**src/rtl/pkg_musica.sv**
```systemverilog
// pkg_musica
// Shared musical definitions for the note player and the song sequencer:
//   - note-code constants (0 = rest, 1..12 = C4..B4 chromatic, 13..15 = rest)
//   - FSM state encoding used by reproductor_nota
//   - the 25-entry song ROM contents
//   - the half-period function used to build the pitch table from CLK_HZ
package pkg_musica;

  localparam logic [3:0] NOTA_SILENCIO = 4'd0;
  localparam logic [3:0] NOTA_C4       = 4'd1;
  localparam logic [3:0] NOTA_CS4      = 4'd2;
  localparam logic [3:0] NOTA_D4       = 4'd3;
  localparam logic [3:0] NOTA_DS4      = 4'd4;
  localparam logic [3:0] NOTA_E4       = 4'd5;
  localparam logic [3:0] NOTA_F4       = 4'd6;
  localparam logic [3:0] NOTA_FS4      = 4'd7;
  localparam logic [3:0] NOTA_G4       = 4'd8;
  localparam logic [3:0] NOTA_GS4      = 4'd9;
  localparam logic [3:0] NOTA_A4       = 4'd10;
  localparam logic [3:0] NOTA_AS4      = 4'd11;
  localparam logic [3:0] NOTA_B4       = 4'd12;

  // Highest valid song step; anything above plays as a rest.
  localparam logic [4:0] DIR_MAX = 5'd24;

  typedef enum logic [1:0] {
    ST_IDLE  = 2'd0,
    ST_FETCH = 2'd1,
    ST_PLAY  = 2'd2,
    ST_GAP   = 2'd3
  } estado_t;

  // True for codes that carry a pitch; everything else is silence.
  function automatic logic es_tono(input logic [3:0] codigo);
    return (codigo >= NOTA_C4) && (codigo <= NOTA_B4);
  endfunction

  // Song ROM, 25 steps. Out-of-range steps return a rest.
  function automatic logic [3:0] nota_cancion(input logic [4:0] dir);
    logic [3:0] nota;
    case (dir)
      5'd0:    nota = NOTA_C4;
      5'd1:    nota = NOTA_C4;
      5'd2:    nota = NOTA_G4;
      5'd3:    nota = NOTA_A4;
      5'd4:    nota = NOTA_C4;
      5'd5:    nota = NOTA_SILENCIO;
      5'd6:    nota = NOTA_G4;
      5'd7:    nota = NOTA_F4;
      5'd8:    nota = NOTA_F4;
      5'd9:    nota = NOTA_E4;
      5'd10:   nota = NOTA_E4;
      5'd11:   nota = NOTA_D4;
      5'd12:   nota = NOTA_D4;
      5'd13:   nota = NOTA_C4;
      5'd14:   nota = NOTA_G4;
      5'd15:   nota = NOTA_G4;
      5'd16:   nota = NOTA_F4;
      5'd17:   nota = NOTA_F4;
      5'd18:   nota = NOTA_E4;
      5'd19:   nota = NOTA_E4;
      5'd20:   nota = NOTA_D4;
      5'd21:   nota = NOTA_SILENCIO;
      5'd22:   nota = NOTA_B4;
      5'd23:   nota = NOTA_AS4;
      5'd24:   nota = NOTA_A4;
      default: nota = NOTA_SILENCIO;
    endcase
    return nota;
  endfunction

  // Half-period in clock cycles: round(clk_hz / (2*f)). Frequencies are the
  // usual two-decimal equal-tempered values (A4 = 440 Hz) held in centihertz,
  // so H = round(clk_hz*50 / f_cHz). Intended for elaboration-time use only;
  // the result is clamped to 1..65535 for pitched codes and 0 for rests.
  function automatic logic [15:0] calc_medio_periodo(input longint unsigned clk_hz,
                                                     input logic [3:0] codigo);
    longint unsigned f_chz;
    longint unsigned q;
    case (codigo)
      NOTA_C4:  f_chz = 64'd26163;
      NOTA_CS4: f_chz = 64'd27718;
      NOTA_D4:  f_chz = 64'd29366;
      NOTA_DS4: f_chz = 64'd31113;
      NOTA_E4:  f_chz = 64'd32963;
      NOTA_F4:  f_chz = 64'd34923;
      NOTA_FS4: f_chz = 64'd36999;
      NOTA_G4:  f_chz = 64'd39200;
      NOTA_GS4: f_chz = 64'd41530;
      NOTA_A4:  f_chz = 64'd44000;
      NOTA_AS4: f_chz = 64'd46616;
      NOTA_B4:  f_chz = 64'd49388;
      default:  f_chz = 64'd0;
    endcase
    if (f_chz == 64'd0) begin
      q = 64'd0;
    end else begin
      q = (clk_hz * 64'd50 + (f_chz >> 1)) / f_chz;
      if (q == 64'd0) begin
        q = 64'd1;
      end else if (q > 64'd65535) begin
        q = 64'd65535;
      end else begin
        q = q;
      end
    end
    return q[15:0];
  endfunction

endpackage

```
**src/rtl/divisor_tono.sv**
```systemverilog
// divisor_tono
// Phase counter and square-wave toggle for one note.
// Ports:
//   clk           in   system clock (rising edge)
//   rst           in   synchronous active-high reset
//   habilitar     in   1 = run the counter; 0 = clear counter and force onda low
//   medio_periodo in   half-period H in cycles (counter runs 0..H-1)
//   onda          out  registered square wave, toggles when the counter hits H-1
module divisor_tono (
  input  logic        clk,
  input  logic        rst,
  input  logic        habilitar,
  input  logic [15:0] medio_periodo,
  output logic        onda
);

  logic [15:0] r_cuenta;
  logic        r_onda;
  logic        w_ultimo;

  // ">=" rather than "==" so a counter already past H-1 still wraps; H = 0
  // is treated like H = 1 (toggle every cycle).
  assign w_ultimo = (medio_periodo == 16'd0) || (r_cuenta >= (medio_periodo - 16'd1));

  // Phase counter with toggle on the last count; disabled means silent and cleared
  always_ff @(posedge clk) begin
    if (rst) begin
      r_cuenta <= 16'd0;
      r_onda   <= 1'b0;
    end else if (!habilitar) begin
      r_cuenta <= 16'd0;
      r_onda   <= 1'b0;
    end else if (w_ultimo) begin
      r_cuenta <= 16'd0;
      r_onda   <= ~r_onda;
    end else begin
      r_cuenta <= r_cuenta + 16'd1;
    end
  end

  assign onda = r_onda;

endmodule

```
**src/rtl/reproductor_nota.sv**
```systemverilog
// reproductor_nota
// Plays one note of the song ROM per slot as a 50%-duty square wave.
// Parameters:
//   CLK_HZ          system clock frequency, drives the pitch table
//   TICKS_NOTA      cycles per note slot
//   TICKS_SILENCIO  silent articulation gap at the end of each slot (< TICKS_NOTA)
// Ports:
//   clk             in   system clock (rising edge)
//   rst             in   synchronous active-high reset
//   direccion_nota  in   song step 0..24 from the sequencer (>24 = rest)
//   audio_out       out  square-wave audio
//   nota_activa     out  high while a pitched note is in PLAY
//   codigo_nota     out  note code currently latched
module reproductor_nota #(
  parameter int unsigned CLK_HZ         = 32'd12000000,
  parameter int unsigned TICKS_NOTA     = 32'd6000000,
  parameter int unsigned TICKS_SILENCIO = 32'd600000
) (
  input  logic       clk,
  input  logic       rst,
  input  logic [4:0] direccion_nota,
  output logic       audio_out,
  output logic       nota_activa,
  output logic [3:0] codigo_nota
);

  import pkg_musica::*;

  // The timer value equals the cycle index within the slot: PLAY covers
  // 0..N-S-1, GAP covers N-S..N-1.
  localparam logic [22:0] FIN_PLAY = 23'(TICKS_NOTA - TICKS_SILENCIO - 32'd1);
  localparam logic [22:0] FIN_NOTA = 23'(TICKS_NOTA - 32'd1);
  localparam logic        HAY_GAP  = (TICKS_SILENCIO != 32'd0);

  estado_t     r_estado;
  logic [4:0]  r_dir_prev;
  logic        r_pendiente;
  logic [3:0]  r_rom;
  logic [3:0]  r_codigo;
  logic [15:0] r_h;
  logic [22:0] r_timer;
  logic        r_activa;

  logic        w_cambio;
  logic        w_dir_valida;
  logic        w_fin_play;
  logic        w_fin_nota;
  logic        w_habilitar;
  logic        w_onda;
  logic [15:0] w_tabla_h [16];

  // Pitch table folded at elaboration from CLK_HZ; indexed by the ROM code.
  genvar g;
  for (g = 0; g < 16; g++) begin : g_tabla
    localparam logic [15:0] H_CODIGO = calc_medio_periodo(64'(CLK_HZ), 4'(g));
    assign w_tabla_h[g] = H_CODIGO;
  end

  assign w_cambio     = r_pendiente || (direccion_nota != r_dir_prev);
  assign w_dir_valida = (direccion_nota <= DIR_MAX);
  assign w_fin_play   = (r_timer == FIN_PLAY);
  assign w_fin_nota   = (r_timer == FIN_NOTA);

  // Enable only for cycles that stay in PLAY; leaving PLAY on this edge
  // (preemption or slot end) silences the output on that same edge.
  assign w_habilitar = (r_estado == ST_PLAY) && es_tono(r_codigo) && !w_cambio && !w_fin_play;

  // Change detector and registered ROM read
  always_ff @(posedge clk) begin
    if (rst) begin
      r_dir_prev  <= 5'd0;
      r_pendiente <= 1'b1;
      r_rom       <= NOTA_SILENCIO;
    end else begin
      r_dir_prev  <= direccion_nota;
      // A change landing during FETCH would otherwise be lost because FETCH
      // latches the previous ROM word; keep it pending for the PLAY cycle.
      r_pendiente <= (r_estado == ST_FETCH) && w_cambio;
      r_rom       <= w_dir_valida ? nota_cancion(direccion_nota) : NOTA_SILENCIO;
    end
  end

  // Note FSM with slot timer and registered note outputs
  always_ff @(posedge clk) begin
    if (rst) begin
      r_estado <= ST_IDLE;
      r_timer  <= 23'd0;
      r_codigo <= NOTA_SILENCIO;
      r_h      <= 16'd0;
      r_activa <= 1'b0;
    end else begin
      case (r_estado)
        ST_IDLE: begin
          r_timer  <= 23'd0;
          r_activa <= 1'b0;
          if (w_cambio) begin
            r_estado <= ST_FETCH;
          end else begin
            r_estado <= ST_IDLE;
          end
        end
        ST_FETCH: begin
          r_codigo <= r_rom;
          r_h      <= w_tabla_h[r_rom];
          r_timer  <= 23'd0;
          r_activa <= es_tono(r_rom);
          r_estado <= ST_PLAY;
        end
        ST_PLAY: begin
          if (w_cambio) begin
            r_estado <= ST_FETCH;
            r_timer  <= 23'd0;
            r_activa <= 1'b0;
          end else if (w_fin_play) begin
            r_estado <= HAY_GAP ? ST_GAP : ST_IDLE;
            r_timer  <= HAY_GAP ? (r_timer + 23'd1) : 23'd0;
            r_activa <= 1'b0;
          end else begin
            r_timer  <= r_timer + 23'd1;
          end
        end
        ST_GAP: begin
          r_activa <= 1'b0;
          if (w_cambio) begin
            r_estado <= ST_FETCH;
            r_timer  <= 23'd0;
          end else if (w_fin_nota) begin
            r_estado <= ST_IDLE;
            r_timer  <= 23'd0;
          end else begin
            r_timer  <= r_timer + 23'd1;
          end
        end
        default: begin
          r_estado <= ST_IDLE;
          r_timer  <= 23'd0;
          r_activa <= 1'b0;
        end
      endcase
    end
  end

  divisor_tono u_divisor (
    .clk           (clk),
    .rst           (rst),
    .habilitar     (w_habilitar),
    .medio_periodo (r_h),
    .onda          (w_onda)
  );

  assign audio_out   = w_onda;
  assign nota_activa = r_activa;
  assign codigo_nota = r_codigo;

endmodule

```
**config.mk**
```make
export PLATFORM = sky130hd
export DESIGN_NAME = reproductor_nota
export DESIGN_NICKNAME = d
export VERILOG_FILES = /design/src/rtl/pkg_musica.sv /design/src/rtl/divisor_tono.sv /design/src/rtl/reproductor_nota.sv
export SDC_FILE = /design/constraint.sdc
export NUM_CORES = 1
export LEC_CHECK = 0
export CAP_MARGIN = 20
export CORE_ASPECT_RATIO = 2
export CORE_MARGIN = 2
export CORE_UTILIZATION = 55
export DETAILED_ROUTE_END_ITERATION = 10
export PLACE_DENSITY = 0.72
export RECOVER_POWER = 100
export SLEW_MARGIN = 20
export SYNTH_ARGS = -nofsm -noshare
export SYNTH_HDL_FRONTEND = slang
export SYNTH_SLANG_ARGS = --single-unit
```
**constraint.sdc**
```tcl
create_clock -name clk -period 5.3 [get_ports clk]
set_input_delay 0.795 -clock clk [delete_from_list [all_inputs] [get_ports clk]]
set_output_delay 0.795 -clock clk [all_outputs]
set_load 0.005 [all_outputs]
```
=== Word-level counts from Yosys, hierarchy flattened ===
Memories as Yosys holds them, arrays and structs flattened. A register that Yosys moved wholly into a read port is not among the register bits.
Index checks and enable logic that the tools add are counted.
Widths: inputs -> output; s select.

* Bits in read-only memories: 384
* Memories kept: 2
* Input bits: 7
* Flip-flop bits (word level): 53
* Logic and storage cells: 62

* Order comparisons: 6
* Eq/ne operators: 8
* Bitwise gates (word level): 4
* Reductions and logical operators: 18
* Multiplexer cells: 13
* Add/sub/neg operators: 3

{| class="wikitable"
|+ Memory list
! name !! words !! width !! rd ports !! clocked after memory_dff !! wr ports !! RTL line !! RTL
|-
| (no name shown) || 16 || 16 || 1 || 1 || 0 || reproductor_nota.sv:104 || <nowiki>r_h <= w_tabla_h[r_rom];</nowiki>
|-
| (no name shown) || 32 || 4 || 1 || 1 || 0 || pkg_musica.sv:41 || <nowiki>case (dir)</nowiki>
|}

{| class="wikitable"
|+ Operator list
! operator !! number
|-
| $mux 23 || 3
|-
| $pmux 23 s3 || 1
|-
| $eq 23x23->1 const B || 2
|-
| $add 23x1->23 const B || 1
|-
| $add 16x1->16 const B || 1
|-
| $ge 16x16->1 || 1
|-
| $logic_not 16->1 || 1
|-
| $sub 16x1->16 const B || 1
|-
| $ge 4x1->1 const B || 2
|-
| $le 4x4->1 const B || 2
|-
| $mux 2 || 4
|-
| $pmux 2 s4 || 1
|-
| $reduce_or 2->1 || 4
|-
| $logic_and 1x1->1 || 6
|-
| $ne 3x3->1 const B || 2
|-
| $le 5x5->1 const B || 1
|-
| $ne 5x5->1 || 1
|-
| $not 4->5 || 1
|-
| $eq 2x2->1 const B || 2
|-
| $mux 1 || 3
|-
| $not 1->1 || 3
|-
| $pmux 1 s3 || 1
|-
| $reduce_or 3->1 || 1
|-
| $eq 2x1->1 const B || 1
|-
| other kinds (4) || 6
|}

=== Longest topological paths before layout ===
* Depth after elaboration: 7
* Gate-level depth with buffers: 13
* Gate-level depth less buffers: 12

=== By module ===
Synthesis repeated with hierarchy kept, for this count alone.

* Cells, all modules: 502
* Area total of the unflattened synthesis: 4404.2 sq um

{| class="wikitable"
|+ By module, submodules not included
! module !! area an instance (sq um) !! seq. area each (sq um) !! cells each !! times used
|-
| reproductor_nota || 2976.6 || 1101.1 || 342 || 1
|-
| divisor_tono || 1427.6 || 340.3 || 160 || 1
|}

=== Worst setup path after synthesis ===
OpenSTA, ideal clock, no wires.

* Path type: reg-to-reg
* From: register r_h[5]
* To: register u_divisor.r_cuenta[7]
* Data arrival time: 3.166 ns
* Stages on the path, launching flop included: 12
* Path buffers: 1
* Period minus slack after synthesis: 3.286 ns
* Data required time: 5.180 ns
* Setup time: 0.120 ns
* Setup slack: 2.014 ns
* Path through: dfxtp_1 or4_4 nor4_1 nand2_1 xor2_1 ha_1 nand4_1 or4_1 a221o_1 nand3_2 buf_6 nor3_1

* Word-level cells in the longest chain between the ends: 4
* Elaborated cells between the ends (all ways): 5

{| class="wikitable"
|+ RTL lines
! item !! RTL line !! RTL
|-
| from (decl) || reproductor_nota.sv:40 || <nowiki>logic [15:0] r_h;</nowiki>
|-
| $sub 16x1->16 || divisor_tono.sv:23 || <nowiki>assign w_ultimo = (medio_periodo == 16'd0) || (r_cuenta >= (medio_periodo - 16'd1));</nowiki>
|-
| $ge 16x16->1 || divisor_tono.sv:23 ||
|-
| $logic_or 1x1->1 * || divisor_tono.sv:23 ||
|-
| $reduce_or 3->1 (no line) * || n/a ||
|-
| to (signal assigned) || divisor_tono.sv:37 || <nowiki>r_cuenta <= r_cuenta + 16'd1;</nowiki>
|-
| to (decl) || divisor_tono.sv:17 || <nowiki>logic [15:0] r_cuenta;</nowiki>
|}

Every way passes the cells marked *; elsewhere a longest branch is shown, timed or not.
A chain may end at the register's enable or synchronous reset.

=== Worst setup path in the final report ===
* From: register r_h[5]
* To: register u_divisor.r_cuenta[15]

Same word-level chain as after synthesis.

==> flow_metrics.tcl <==
set metrics [dict create \
    status "complete, but fails checks" \
    violations "max-capacitance violations, max-slew violations" \
    multi_input_area_sq_um 2656 \
    post-cts-setup-buffer-count 0 \
    power.density_nw_per_um2 324.5 \
    slowest_delay_ns 0.62 \
    rr_worst_depth 10 \
    syn_inst 511 \
    max_slew_margin_pct -8.025 \
    yosysTopAreaCell "dfxtp_1" \
    synth_flop_cell "dfxtp_1" \
    drive_gt1_share_pct 5.395 \
    max-vdd-ir-drop_v 0.0002330 \
    cts_root_buf "clkbuf_16" \
    busiest_layer "met2" \
    grt_max_degree 32 \
    die_width_um 66.65 \
    p_total_mw 1.541 \
    ys_warn_count 0 \
    maxCapViolations 1 \
    ys_types 59 \
    rsz0062_at_grt "false" \
    gp_congestion 0.8831 \
    setup-violations-final 0 \
    timing.rr.start "r_h[5]" \
    syn-num-nets 554 \
    r2r_slack_ns 1.34 \
    htreeDepth 3 \
    cp_data_required_time_ns 5.49 \
    num_rows 45 \
    worst_pin_slew_ns 1.613 \
    synth_edf_count 0 \
    ios 13 \
    seq_area_frac_synth_pct 33.39 \
    wl_um 9141 \
    setup_tns_ns 0 \
    cts.sinks 72 \
    nFillCells 682 \
    cts_buffers 9 \
    firstDrtPassIters 4 \
    clock_skew_ns 0.007840 \
    fmax_mhz 252.4 \
    cts.hold.buffers_added 0 \
    async_reset_ff_share_pct 0 \
    grt_pass1_vias 3498 \
    synth_common_cells "dfxtp_1, nor2_1, nand2_1, ha_1, xor2_1" \
    cp_cell_sequence "or4_1, nor4_1, nand2_1, xor2_1, ha_1, nand4_1, or4_1, a221o_1, nand3_1, nor3_1" \
    hold_violations 0 \
    min_path_type "flip-flop to flip-flop" \
    place_ws_ns 1.639 \
    synth_top_area_share_pct 33.39 \
    grt_pass1_wl_um 15870 \
    antenna_found_initial 0 \
    period_needed_ns 3.961 \
    detailroute.via_count 3552 \
    met3_usage_pct 4.080 \
    yosys_register_bits 72 \
    grt_util_met1_pct 24.26 \
    critPathLaunch "r_h[5]" \
    post-synth-top-count-cell "dfxtp_1" \
    avgSynthCellArea_sq_um 8.447 \
    nets 557 \
    setup_slack_ns 1.339 \
    p_leak_nw 1.770 \
    regToRegEndpoint "u_divisor.r_cuenta[15]" \
    synth_area_sq_um 4317 \
    core_area_sq_um 7601 \
    grtUsageMet2_pct 44.82 \
    slew_viol_final 23 \
    grtUsageTotal_pct 23.91 \
    endpoint "u_divisor.r_cuenta[15]" \
    end_kind "flip-flop" \
    startpoint_type "flip-flop" \
    ctsResizeCount 0 \
    antenna_cells 0 \
    drc_errors 0 \
    cts.clk_slew.worst_paths_ns 0.06 \
    area_growth_pct 10.00 \
    worstPathArrival_ns 4.15 \
    seqCellArea_sq_um 1441 \
    critPathMaxFanout 16 \
    grt-ovfl-total 0 \
    first_iter_violations 175 \
    synth_area_leaders "dfxtp_1, ha_1, xor2_1" \
    die-height_um 129.3 \
    wl_per_cell_um 14.91 \
    clk_path_buf_depth 2 \
    crit_top_cell "or4_1" \
    viasPerCell 5.794 \
    die_area_sq_um 8616 \
    finalCritPeriodShare_pct 74.74 \
    holdWs_ns 0.4601 \
    tritoncts "built" \
    clk_latency_ns 0.34 \
    numPortBuffers 12 \
    critical_path_class "flip-flop to flip-flop" \
    dpl.hpwl_um 6819 \
    cp_slowest_cell "or4_1" \
    postRouteAntennaNets 0 \
    initial_core_util_pct 56.79 \
]
==> registers in the layout (all words and copies together), names as in the netlist <==
register,cells
r_h,15
r_rom,4
r_pendiente,1
r_dir_prev,5
r_estado,2
codigo_nota,4
nota_activa,1
r_timer,23
u_divisor.r_cuenta,16
u_divisor.onda,1
==> cell families (layout without fill, tap and decap cells) <==
kind of cell,count (synthesis),after routing,synth area share [%]
and+or+nand+nor,216,216,26.81
buffers and inverters,44,52,4.406
DFF,72,72,33.39
xor gates and xnor gates,55,55,11.16
adders and majority gates,36,36,10.43
muxes,7,7,1.623
AOI/OAI and AO/OA,81,81,12.17
==> worst min-delay path by stage <==
stage | from | end | slack (ns) | cells past startpoint
finish | r_timer[0] | r_timer[0] | 0.46 | 1
global route | nota_activa | nota_activa | 0.48 | 2
CTS | r_timer[0] | r_timer[0] | 0.47 | 1
detailed placement | r_timer[0] | r_timer[0] | 0.45 | 1
global placement | r_timer[0] | r_timer[0] | 0.45 | 1
floorplan | r_timer[0] | r_timer[0] | 0.43 | 1
==> metrics by stage <==
| stage | utilization [%] | area [sq um] | std cells |
|---|---|---|---|
| 6_report | 62.47 | 4748 | 613 |
| 3_5_place_dp | 58.65 | 4458 | 597 |
| 3_3_place_gp | 58.65 | 4458 | 597 |
| 2_1_floorplan | - | 4317 | 511 |
| 4_1_cts | 62.90 | 4781 | 613 |
| 5_1_grt | 62.47 | 4748 | 613 |
==> routing by layer <==
metal  share of wire, %  wire, um  vias up
li1                   -         -     1809
met1                 39      3605     1683
met2                 55      5058       38
met3                1.8       166       22
met4                3.4       310        0
met5                  0         0        -
==> layout by cell type, fill, tap and decap left out, types with 5 or more instances in the layout <==
master,n
and3_1,6
a211oi_1,5
inv_1,22
nor2_1,71
nor3_1,18
ha_1,36
clkbuf_16,9
nor4_1,5
o21ai_0,16
xnor2_1,20
and4_1,5
nor2b_1,5
nor3_2,7
dlygate4sd3_1,8
o211ai_1,7
xor2_1,35
dfxtp_1,72
nand2_1,43
nand4_1,15
a31oi_1,5
a21oi_1,26
mux2i_1,7
nand3_1,17
==> power breakdown <==
group          total [mW]  switching, mW  internal, mW
Clock               0.649          0.225         0.424
Combinational       0.300          0.179         0.122
Sequential          0.592         0.0289         0.563
==> worst max-delay path: cells and delay by family (launching register included) <==
| kind | cells | cell delay, ns |
|---|---|---|
| adder cells (fa/ha/maj) | 1 | 0.31 |
| AO/OA/AOI/OAI | 1 | 0.31 |
| AND/OR/NAND/NOR | 7 | 2.67 |
| flip-flops | 1 | 0.35 |
| XOR/XNOR | 1 | 0.17 |
==> area by class of cell <==
type / count / share of cell area, %
Sequential cell: 72 / 30.36
Clock buffer: 11 / 5.112
Multi-Input combinational cell: 395 / 55.94
Timing Repair Buffer: 13 / 2.609
Clock inverter: 5 / 1.686
Tap cell: 94 / 2.477
Inverter: 23 / 1.818
Note: power is estimated with default switching activity, not from simulation.
